===== src/rtl/onehot_rr_arbiter.sv =====
`default_nettype none
// ============================================================================
//  Module   : onehot_rr_arbiter
//  Purpose  : Round-robin arbiter with one-hot grant, binary index and a
//             valid/ready downstream handshake. A presented grant is locked
//             until it is accepted, so later requests cannot disturb it.
//  Revision : 1.0 - initial release
// ============================================================================
module onehot_rr_arbiter #(
    parameter int NUM_REQ   = 8,
    parameter int IDX_WIDTH = (NUM_REQ == 1) ? 1 : $clog2(NUM_REQ)
) (
    input  logic                 clk_i,
    input  logic                 rst_ni,
    input  logic [NUM_REQ-1:0]   req_i,
    output logic [NUM_REQ-1:0]   req_ready_o,
    output logic                 valid_o,
    input  logic                 ready_i,
    output logic [NUM_REQ-1:0]   gnt_o,
    output logic [IDX_WIDTH-1:0] idx_o
);

    localparam logic [0:0]           ST_IDLE    = 1'b0;
    localparam logic [0:0]           ST_LOCKED  = 1'b1;
    localparam logic [IDX_WIDTH-1:0] c_LAST_IDX = IDX_WIDTH'(NUM_REQ - 1);

    logic [0:0]           r_state;
    logic [IDX_WIDTH-1:0] r_prio;
    logic [NUM_REQ-1:0]   r_gnt;

    logic [NUM_REQ-1:0]   w_mask;
    logic [NUM_REQ-1:0]   w_pick_src;
    logic [NUM_REQ-1:0]   w_rr_gnt;
    logic                 w_found;
    logic [NUM_REQ-1:0]   w_gnt;
    logic [IDX_WIDTH-1:0] w_idx;
    logic [IDX_WIDTH-1:0] w_prio_next;
    logic                 w_valid;
    logic                 w_handshake;

    // Round-robin pick: lowest request at or above the pointer, else lowest overall (wrap).
    always_comb begin
        w_mask   = '0;
        w_rr_gnt = '0;
        w_found  = 1'b0;
        for (int i = 0; i < NUM_REQ; i++) begin
            w_mask[i] = (IDX_WIDTH'(i) >= r_prio);
        end
        w_pick_src = (|(req_i & w_mask)) ? (req_i & w_mask) : req_i;
        for (int i = 0; i < NUM_REQ; i++) begin
            if (!w_found && w_pick_src[i]) begin
                w_rr_gnt[i] = 1'b1;
                w_found     = 1'b1;
            end
        end
    end

    // Select live or locked grant and encode its binary index.
    always_comb begin
        w_valid = (r_state == ST_LOCKED) ? 1'b1  : (|req_i);
        w_gnt   = (r_state == ST_LOCKED) ? r_gnt : w_rr_gnt;
        w_idx   = '0;
        for (int i = 0; i < NUM_REQ; i++) begin
            if (w_gnt[i]) begin
                w_idx = w_idx | IDX_WIDTH'(i);
            end
        end
        w_handshake = w_valid & ready_i;
        w_prio_next = (w_idx == c_LAST_IDX) ? '0 : (w_idx + IDX_WIDTH'(1));
    end

    assign valid_o     = w_valid;
    assign gnt_o       = w_gnt;
    assign idx_o       = w_idx;
    assign req_ready_o = w_gnt & {NUM_REQ{ready_i}};

    // Lock an unaccepted grant, release on handshake, advance the pointer past the winner.
    always_ff @(posedge clk_i) begin
        if (!rst_ni) begin
            r_state <= ST_IDLE;
            r_prio  <= '0;
            r_gnt   <= '0;
        end else begin
            case (r_state)
                ST_IDLE: begin
                    if (w_valid && !ready_i) begin
                        r_state <= ST_LOCKED;
                        r_gnt   <= w_gnt;
                    end
                end
                default: begin
                    if (ready_i) begin
                        r_state <= ST_IDLE;
                    end
                end
            endcase
            if (w_handshake) begin
                r_prio <= w_prio_next;
            end
        end
    end

`ifndef SYNTHESIS
`ifndef COMMON_CELLS_ASSERTS_OFF
    // A locked requester must keep requesting until it has been accepted.
    a_locked_req_held : assert property (@(posedge clk_i) disable iff (!rst_ni)
        (r_state == ST_LOCKED) |-> (|(req_i & r_gnt)));

    a_gnt_onehot0 : assert property (@(posedge clk_i) disable iff (!rst_ni)
        $onehot0(w_gnt));
`endif
`endif

endmodule
`default_nettype wire


===== config.mk =====
export PLATFORM = sky130hd
export DESIGN_NAME = onehot_rr_arbiter
export DESIGN_NICKNAME = d
export VERILOG_FILES = /design/src/rtl/onehot_rr_arbiter.sv
export SDC_FILE = /design/constraint.sdc
export NUM_CORES = 1
export LEC_CHECK = 0
export BUFFER_PORTS_ARGS = -buffer_cell sky130_fd_sc_hd__buf_2
export CORE_MARGIN = 2
export CORE_UTILIZATION = 49
export CTS_BUF_LIST = sky130_fd_sc_hd__clkbuf_4
export DETAILED_ROUTE_END_ITERATION = 8
export PLACE_DENSITY = 0.81
export SLEW_MARGIN = 20
export SYNTH_ARGS = -nofsm -noshare
export SYNTH_HDL_FRONTEND = slang
export SYNTH_SLANG_ARGS = --single-unit

===== constraint.sdc =====
create_clock -name clk_i -period 3.45 [get_ports clk_i]
set_clock_uncertainty 0.2 [all_clocks]
set_input_delay 0.1725 -clock clk_i [delete_from_list [all_inputs] [get_ports clk_i]]
set_output_delay 0.1725 -clock clk_i [all_outputs]
set_load 0.01 [all_outputs]

==> flow_metrics.tcl, run 1 <==
set metrics [dict create \
    outcome "complete, no violations" \
    cts_buffers 3 \
    rsz0062_at_grt "false" \
    maxSlewViolCount 0 \
    powerDensity_mw_per_mm2 337 \
    r2r-end "r_prio[0]" \
    ys_top_cells_by_area "dfxtp_1 21%, nand2_1 7.0%, and2_1 5.0%" \
    fin_nets 209 \
    fp.dieH_um 51.8 \
    initial_core_util_pct 51.2 \
    period_minus_slack_ns 3.35 \
    register_area_um2 249 \
    gp_congestion 0.939 \
    critPathArrivalTime_ns 3.33 \
    clkLatencyLatePin_ns 0.28 \
    ys_warn_count 0 \
    crit_type "register to register" \
    final.fill_count 200 \
    routed-via-count 1391 \
    r2r_cells 10 \
    place_hpwl_mm 2.71 \
    syn_to_final_growth_pct 30.2 \
    insertedDiodeCount 0 \
    synth_top_area_share_pct 21.4 \
    post_drt_via_cell_ratio 6.24 \
    final_common_cell "buf_2" \
    final-setup-viol-count 0 \
    cp.required_ns 3.44 \
    drv_cap 0 \
    hold_class "input pin to register" \
    die_w_um 51.8 \
    wire_per_inst_um 15.9 \
    grt_start_max_net_pins 21 \
    cts_root_buffer "clkbuf_4" \
    synth_edf_count 0 \
    synth-main-ff-cell "dfxtp_1" \
    peakVddDrop_mv 0.276 \
    cts_tree "built" \
    synth.avg_cell_area_um2 7.33 \
    drtAntennaViolNets 0 \
    row_count 17 \
    postCtsSetupRepairBufs 0 \
    grt_pass1_wl_mm 5.64 \
    ys_seq_area_share_pct 21.4 \
    grtUsageTotal_pct 28.0 \
    multi_input_area_um2 836 \
    rr_startpoint "r_prio[1]" \
    worstSetupEndpointType "register" \
    drc 0 \
    grt_pass1_vias 1228 \
    yosysTopAreaCell "dfxtp_1" \
    min_period_over_period_pct 97.0 \
    die_area_mm2 0.00269 \
    core_mm2 0.00219 \
    drive_above_1_share_pct 33.3 \
    layout_common_cells "30 x buf_2, 21 x nand2_1, 16 x buf_4" \
    clock-sinks 12 \
    async_flop_share_pct 0 \
    whs_ns 0.0300 \
    synth-seq-cells 12 \
    crit_fanout 5 \
    hold_viol_final 0 \
    portBuffers 30 \
    drt_iter0_drc 87 \
    utilization_pct 66.6 \
    rrSetupSlack_ns 0.10 \
    cts_max_level 1 \
    p_leak_uw 0.000638 \
    yosysUniqueCellTypes 47 \
    grt.overflow.total 0 \
    hold_depth 2 \
    antenna_found_initial 0 \
    slew_headroom_pct 65.4 \
    synthesis.nets 166 \
    hold_end "r_state" \
    syn-cell-area_mm2 0.00112 \
    firstDrtPassIters 5 \
    cts_buffer_depth 2 \
    worst_pin_slew_ns 0.513 \
    hold_start "ready_i" \
    wl_mm 3.54 \
    clk_pin_slew_ns 0.08 \
    ios 31 \
    cp-start-kind "register" \
    syn_inst 153 \
    max_freq_ghz 0.299 \
]
[logic make-up (layout without fill, tap and decap cells)]
kind of cell | after synthesis | in the layout | synth area share [%]
and+or+nand+nor | 67 | 67 | 32.5
AOI/OAI and AO/OA | 52 | 52 | 35.5
muxes | 2 | 2 | 1.79
buffers and inverters | 18 | 60 | 6.58
adders and majority gates | 2 | 2 | 2.23
DFF | 12 | 12 | 21.4
[critical path, cell delays in order (launching register included)]
cell       delay, ns
dfxtp_2         0.38
nor2b_1         0.10
a2111oi_4       0.45
and3_4          0.30
a21boi_2        0.06
a32o_1          0.27
or4_4           0.53
ha_1            0.23
ha_1            0.17
or3_1           0.37
o31ai_2         0.19
[state kept, by name, summed over array words and instances, names as in the netlist]
signal   cells
r_gnt        8
r_prio       3
r_state      1
[stage by stage]
| step | setup WS [ns] | power [uW] | TNS [ns] | instances | instance area, um2 |
|---|---|---|---|---|---|
| 2_1_floorplan | 0.0408 | 300 | 0 | 153 | 1120 |
| 3_3_place_gp | 0.0470 | 388 | 0 | 218 | 1390 |
| 3_5_place_dp | -0.0774 | 393 | -0.0774 | 218 | 1390 |
| 4_1_cts | 0.0155 | 484 | 0 | 223 | 1430 |
| 5_1_grt | 0.00667 | 526 | 0 | 223 | 1460 |
| 6_report | 0.105 | 492 | 0 | 223 | 1460 |
[how the worst max path moves through the flow]
stage | startpoint | end | depth (start not counted) | slack [ns]
after CTS | r_prio[0] | r_prio[0] | 10 | 0.02
after floorplan | r_prio[0] | r_prio[0] | 12 | 0.04
final | r_prio[1] | r_prio[0] | 10 | 0.10
after detailed placement | r_prio[0] | r_prio[0] | 10 | -0.08
after global placement | r_prio[2] | r_prio[0] | 11 | 0.05
after global routing | r_prio[1] | r_prio[0] | 10 | 0.007
[power breakdown]
part / switching [uW] / internal (uW) / total [uW]
combinational: 138 / 105 / 243
sequential: 13.1 / 149 / 162
clock: 45.4 / 41.9 / 87.3
total: 197 / 296 / 492
[layer usage]
metal	track usage, %	wire length (um)
met1	36.0	1410
met2	46.8	1740
met3	5.46	308
met4	8.33	78
met5	0	0
[timing repair]
| item | 4_1_cts | 5_1_grt |
|---|---|---|
| resized for setup | 2 | 11 |
| endpoints found under the setup margin | 1 | 1 |
| pin swaps | 0 | 2 |
| hold endpoints to repair | 2 | 0 |
| hold buffers | 1 | 0 |
[synth_stat cells (all sizes together) (2+ instances only)]
cell	n
or3	4
mux2i	2
a21oi	12
and3	2
o21ai	8
clkbuf	6
buf	3
nand2	21
o41ai	5
a22oi	2
and2	9
a31oi	2
or4	5
o221ai	2
nand3	3
nand2b	2
a21boi	4
nor2	9
inv	9
ha	2
nand3b	2
dfxtp	12
o31ai	5
nor3	4
[area by class of cell]
class	instances	share of cell area, %
well taps	28	2.40
clock inverters	1	0.257
clock buffers	3	1.54
multi-input cells	123	57.2
flip-flops and latches	12	17.1
repair buffers	47	19.2
inverters	9	2.31
(Power assumes the default switching activity.)
==> run 2, diff against run 1 <==
--- a/config.mk
+++ b/config.mk
@@ -6,11 +6,13 @@
 export NUM_CORES = 1
 export LEC_CHECK = 0
 export BUFFER_PORTS_ARGS = -buffer_cell sky130_fd_sc_hd__buf_2
+export CELL_PAD_IN_SITES_DETAIL_PLACEMENT = 1
+export CELL_PAD_IN_SITES_GLOBAL_PLACEMENT = 1
 export CORE_MARGIN = 2
-export CORE_UTILIZATION = 49
+export CORE_UTILIZATION = 34
 export CTS_BUF_LIST = sky130_fd_sc_hd__clkbuf_4
 export DETAILED_ROUTE_END_ITERATION = 8
-export PLACE_DENSITY = 0.81
+export PLACE_DENSITY = 0.79
 export SLEW_MARGIN = 20
 export SYNTH_ARGS = -nofsm -noshare
 export SYNTH_HDL_FRONTEND = slang
==> flow_metrics.tcl, run 2 (synthesis results as in run 1) <==
set metrics [dict create \
    outcome "complete, no violations" \
    firstDrtPassIters 4 \
    gp_congestion 0.935 \
    cts_root_buffer "clkbuf_4" \
    grt_start_max_net_pins 21 \
    crit_fanout 6 \
    final-setup-viol-count 0 \
    slew_headroom_pct 68.6 \
    largest_reg_flops 8 \
    portBuffers 30 \
    fin_nets 209 \
    row_count 20 \
    multi_input_area_um2 856 \
    total_power_uw 517 \
    crit_type "register to register" \
    clkLatencyLatePin_ns 0.28 \
    die_area_mm2 0.00377 \
    cts_tree "built" \
    cts_buffers 3 \
    use_met2_pct 41.9 \
    grt_pass1_vias 1424 \
    layout_common_cells "30 x buf_2, 21 x nand2_1, 16 x buf_4" \
    wire_per_inst_um 17.9 \
    worstSetupEndpointType "register" \
    period_minus_slack_ns 3.37 \
    insertedDiodeCount 0 \
    die_w_um 61.4 \
    reg_top3 "r_gnt x8, r_prio x3, r_state x1" \
    p_leak_uw 0.000644 \
    critPathArrivalTime_ns 3.37 \
    core_mm2 0.00310 \
    antenna_found_initial 0 \
    grtUsageMet3_pct 4.83 \
    slowest_delay_ns 0.55 \
    hold_class "input pin to register" \
    critPathSlowestCell "or4_4" \
    fin_ws_ns 0.0803 \
    wl_mm 4.27 \
    drt_iter0_drc 62 \
    dp_slack_ns -0.0823 \
    critPathTopFamily "simple AND/OR/NAND/NOR gates" \
    drc 0 \
    routed-via-count 1427 \
    drv_cap 0 \
    cp.required_ns 3.45 \
    top_usage_layer "met2" \
    peakVddDrop_mv 0.221 \
    initial_core_util_pct 36.1 \
    drtAntennaViolNets 0 \
    largest_register "r_gnt" \
    use_met1_pct 30.7 \
    ios 31 \
    hold_viol_final 0 \
    post_drt_via_cell_ratio 5.97 \
    max_freq_ghz 0.297 \
    grt_pass1_wl_mm 6.80 \
    cp-start-kind "register" \
    cts_max_level 1 \
    place_hpwl_mm 3.31 \
    drive_above_1_share_pct 33.8 \
    maxSlewViolCount 0 \
    register_area_um2 246 \
    crit_path_cell_trace "o21ba_4 -> a2111oi_4 -> and3_4 -> a21boi_2 -> a32o_2 -> or4_4 -> ha_4 -> ha_1 -> or3_1 -> o31ai_1" \
    fp.dieH_um 61.4 \
    cts_buffer_depth 2 \
    whs_ns 0.0246 \
    grt.overflow.total 0 \
    min_period_over_period_pct 97.7 \
    cp.buffers_inverters 0 \
    final_common_cell "buf_2" \
    final.fill_count 416 \
    powerDensity_mw_per_mm2 345 \
    clock-sinks 12 \
    worst_pin_slew_ns 0.466 \
    grtUsageTotal_pct 24.5 \
    syn_to_final_growth_pct 33.6 \
    clk_pin_slew_ns 0.08 \
]
[run 2: cell counts in the layout (fill, tap and decap cells not counted)]
No cell type changed its count.
[run 2: worst register-to-register path: stages (launching register included)]
cell and delay (ns):
dfxtp_4 0.39, o21ba_4 0.18, a2111oi_4 0.45, and3_4 0.27
a21boi_2 0.05, a32o_2 0.29, or4_4 0.55, ha_4 0.18
ha_1 0.18, or3_1 0.37, o31ai_1 0.18
[run 2: path summary, 6_finish.rpt]
check | from | to | slack [ns] | depth (start not counted)
hold / removal | req_i[2] | r_gnt[2] | 0.02 | 3
setup / recovery | r_prio[2] | r_prio[0] | 0.08 | 10
setup reg to reg | r_prio[2] | r_prio[0] | 0.08 | 10
hold reg to reg | r_gnt[2] | r_gnt[2] | 0.28 | 2
[run 2: cell type report]
cell class	instances	share of cell area, %
clock buffer	3	1.50
clock inverter	1	0.251
inverter	9	2.26
multi-input combinational	123	57.1
sequential	12	16.5
tap	44	3.68
timing repair buffer	47	18.7
[run 2: where the power goes]
group / leakage, uW / internal (uW) / switching (uW)
clock: 0.0000154 / 42.0 / 51.2
sequential: 0.0000993 / 149 / 14.6
combinational: 0.000530 / 111 / 149
[run 2: per-stage QoR]
stage          util [%]  std cells  cell area (um2)  setup TNS, ns
6_report           48.3        239             1500              0
3_3_place_gp       45.1        233             1400              0
3_5_place_dp       45.1        233             1400        -0.0823
2_1_floorplan         -        153             1120              0
4_1_cts            46.9        239             1460              0
5_1_grt            48.3        239             1500        -0.0139
[run 2: repair_timing]
item / CTS / global route
endpoints found under the setup margin: 1 / 1
gates resized for setup: 4 / 11
hold buffers: 1 / 0
cloned: 0 / 0
hold endpoints to repair: 2 / 0
pin swaps: 1 / 4
setup buffers: 1 / 0
[run 2: per-layer routing]
layer	vias up	part of all wire, %
met5	-	0
met4	0	3.2
met3	17	6.4
met2	69	48
met1	679	42
li1	662	-
==> run 3, diff against run 2 <==
--- a/config.mk
+++ b/config.mk
@@ -12,6 +12,7 @@
 export CORE_UTILIZATION = 34
 export CTS_BUF_LIST = sky130_fd_sc_hd__clkbuf_4
 export DETAILED_ROUTE_END_ITERATION = 8
+export GPL_TIMING_DRIVEN = 0
 export PLACE_DENSITY = 0.79
 export SLEW_MARGIN = 20
 export SYNTH_ARGS = -nofsm -noshare
==> constraint.sdc (replaced) <==
create_clock -name clk_i -period 3.45 [get_ports clk_i]
set_clock_uncertainty 0.2 [all_clocks]
set_input_delay 0.345 -clock clk_i [delete_from_list [all_inputs] [get_ports clk_i]]
set_output_delay 0.345 -clock clk_i [all_outputs]
set_load 0.01 [all_outputs]
==> flow_metrics.tcl, run 3 (synthesis results as in run 1) <==
set metrics [dict create \
    cp.buffers_inverters 2 \
    die_w_um 61.4 \
    min_period_over_period_pct 101 \
    slowest_delay_ns 0.48 \
    p_leak_uw 0.000648 \
    final_common_cell "buf_2" \
    drt_iter0_drc 67 \
    outcome "finished with violations" \
    powerDensity_mw_per_mm2 336 \
    row_count 20 \
    final.fill_count 411 \
    period_minus_slack_ns 3.47 \
    slew_headroom_pct 65.1 \
    cts_max_level 1 \
    drv_cap 0 \
    drtAntennaViolNets 0 \
    antenna_found_initial 0 \
    wl_mm 4.19 \
    clkLatencyLatePin_ns 0.28 \
    syn_to_final_growth_pct 40.2 \
    crit_fanout 10 \
    final-setup-viol-count 1 \
    post_drt_via_cell_ratio 5.74 \
    place_hpwl_mm 3.14 \
    rsz0062_at_grt "true" \
    cp-start-kind "register" \
    cts_buffer_depth 2 \
    fin_nets 211 \
    fp.dieH_um 61.4 \
    peakVddDrop_mv 0.161 \
    largest_reg_flops 8 \
    insertedDiodeCount 0 \
    finalSetupTns_ns -0.0238 \
    hold_viol_final 0 \
    layout_common_cells "30 x buf_2, 21 x nand2_1, 11 x a21oi_1" \
    fin_ws_ns -0.0238 \
    critPathTopFamily "simple AND/OR/NAND/NOR gates" \
    clk_pin_slew_ns 0.08 \
    worst_pin_slew_ns 0.516 \
    largest_register "r_gnt" \
    stdcell_area_mm2 0.00157 \
    die_area_mm2 0.00377 \
    reg_top3 "r_gnt x8, r_prio x3, r_state x1" \
    drive_above_1_share_pct 34.5 \
    grt_start_max_net_pins 11 \
    max_freq_ghz 0.288 \
    crit_path_cell_trace "buf_4 -> nor4b_4 -> buf_4 -> o311ai_1 -> and2_1 -> a311o_1 -> o31ai_4 -> or4_4 -> ha_4 -> ha_4 -> or3_1 -> o31ai_2" \
    grtUsageTotal_pct 23.2 \
    maxSlewViolCount 0 \
    dpl-instance-area_mm2 0.00133 \
    routed-via-count 1383 \
    grt_pass1_wl_mm 6.43 \
    clock-sinks 12 \
    gp_congestion 0.832 \
    critPathSlowestCell "o311ai_1" \
    core_mm2 0.00310 \
    initial_core_util_pct 36.1 \
    cts_root_buffer "clkbuf_4" \
    crit_type "register to register" \
    worstSetupEndpointType "register" \
    cts_buffers 3 \
    hold_class "input pin to register" \
    utilization_pct 50.6 \
    grt.overflow.total 0 \
    portBuffers 30 \
    critPathArrivalTime_ns 3.47 \
    ios 31 \
    cts_tree "built" \
    violations "negative setup slack" \
    firstDrtPassIters 4 \
    total_power_uw 528 \
    drc 0 \
    wire_per_inst_um 17.4 \
    grt_pass1_vias 1380 \
    whs_ns 0.115 \
    cp.required_ns 3.44 \
]
## run 3: changes by cell type in the layout (fill, tap and decap cells not counted), moves of 2 or more
cell | previous run | this run
buf_4 | 16 | 10
clkbuf_1 | 0 | 5
o31ai_1 | 5 | 2
buf_6 | 0 | 2
o21ai_4 | 0 | 2
o31ai_4 | 0 | 2
## run 3: layout make-up
class / instances / area, um2 / area share, %
clock buffers: 3 / 22.5 / 1.43
flip-flops and latches: 12 / 245 / 15.6
multi-input cells: 123 / 925 / 58.8
repair buffers: 40 / 233 / 14.8
plain buffers: 9 / 53.8 / 3.42
well taps: 44 / 55.1 / 3.50
clock inverters: 1 / 3.75 / 0.239
inverters: 9 / 33.8 / 2.15
## run 3: worst paths after layout
| path | start | end | slack, ns | depth (start not counted) |
|---|---|---|---|---|
| setup / recovery | r_prio[2] | r_prio[0] | -0.02 | 12 |
| hold / removal | rst_ni | r_gnt[4] | 0.12 | 2 |
| setup reg to reg | r_prio[2] | r_prio[0] | -0.02 | 12 |
| hold reg to reg | r_gnt[6] | r_gnt[6] | 0.28 | 2 |
## run 3: report_power, final
group	internal, uW	leakage (uW)	switching, uW
combinational	115	0.000534	161
clock	42.1	0.0000154	50.9
sequential	149	0.0000988	10.4
total	306	0.000648	222
## run 3: timing repair
item                                    in CTS  in global routing
setup buffers                                5                  5
hold buffers                                 0                  0
resized for setup                           12                 21
endpoints found under the setup margin       3                  5
pin swaps                                    4                 12
## run 3: metal layers
| layer | wire length, um | track usage, % |
|---|---|---|
| met5 | 0 | 0 |
| met1 | 1830 | 28.4 |
| met2 | 2100 | 41.0 |
| met3 | 181 | 2.73 |
| met4 | 78 | 9.42 |
## run 3: metrics by stage
step | instances | setup slack [ns]
after floorplan | 153 | 0.0408
after detailed placement | 227 | -0.287
after CTS | 236 | 0.00782
after global routing | 241 | -0.194
after global placement | 227 | -0.139
final | 241 | -0.0238
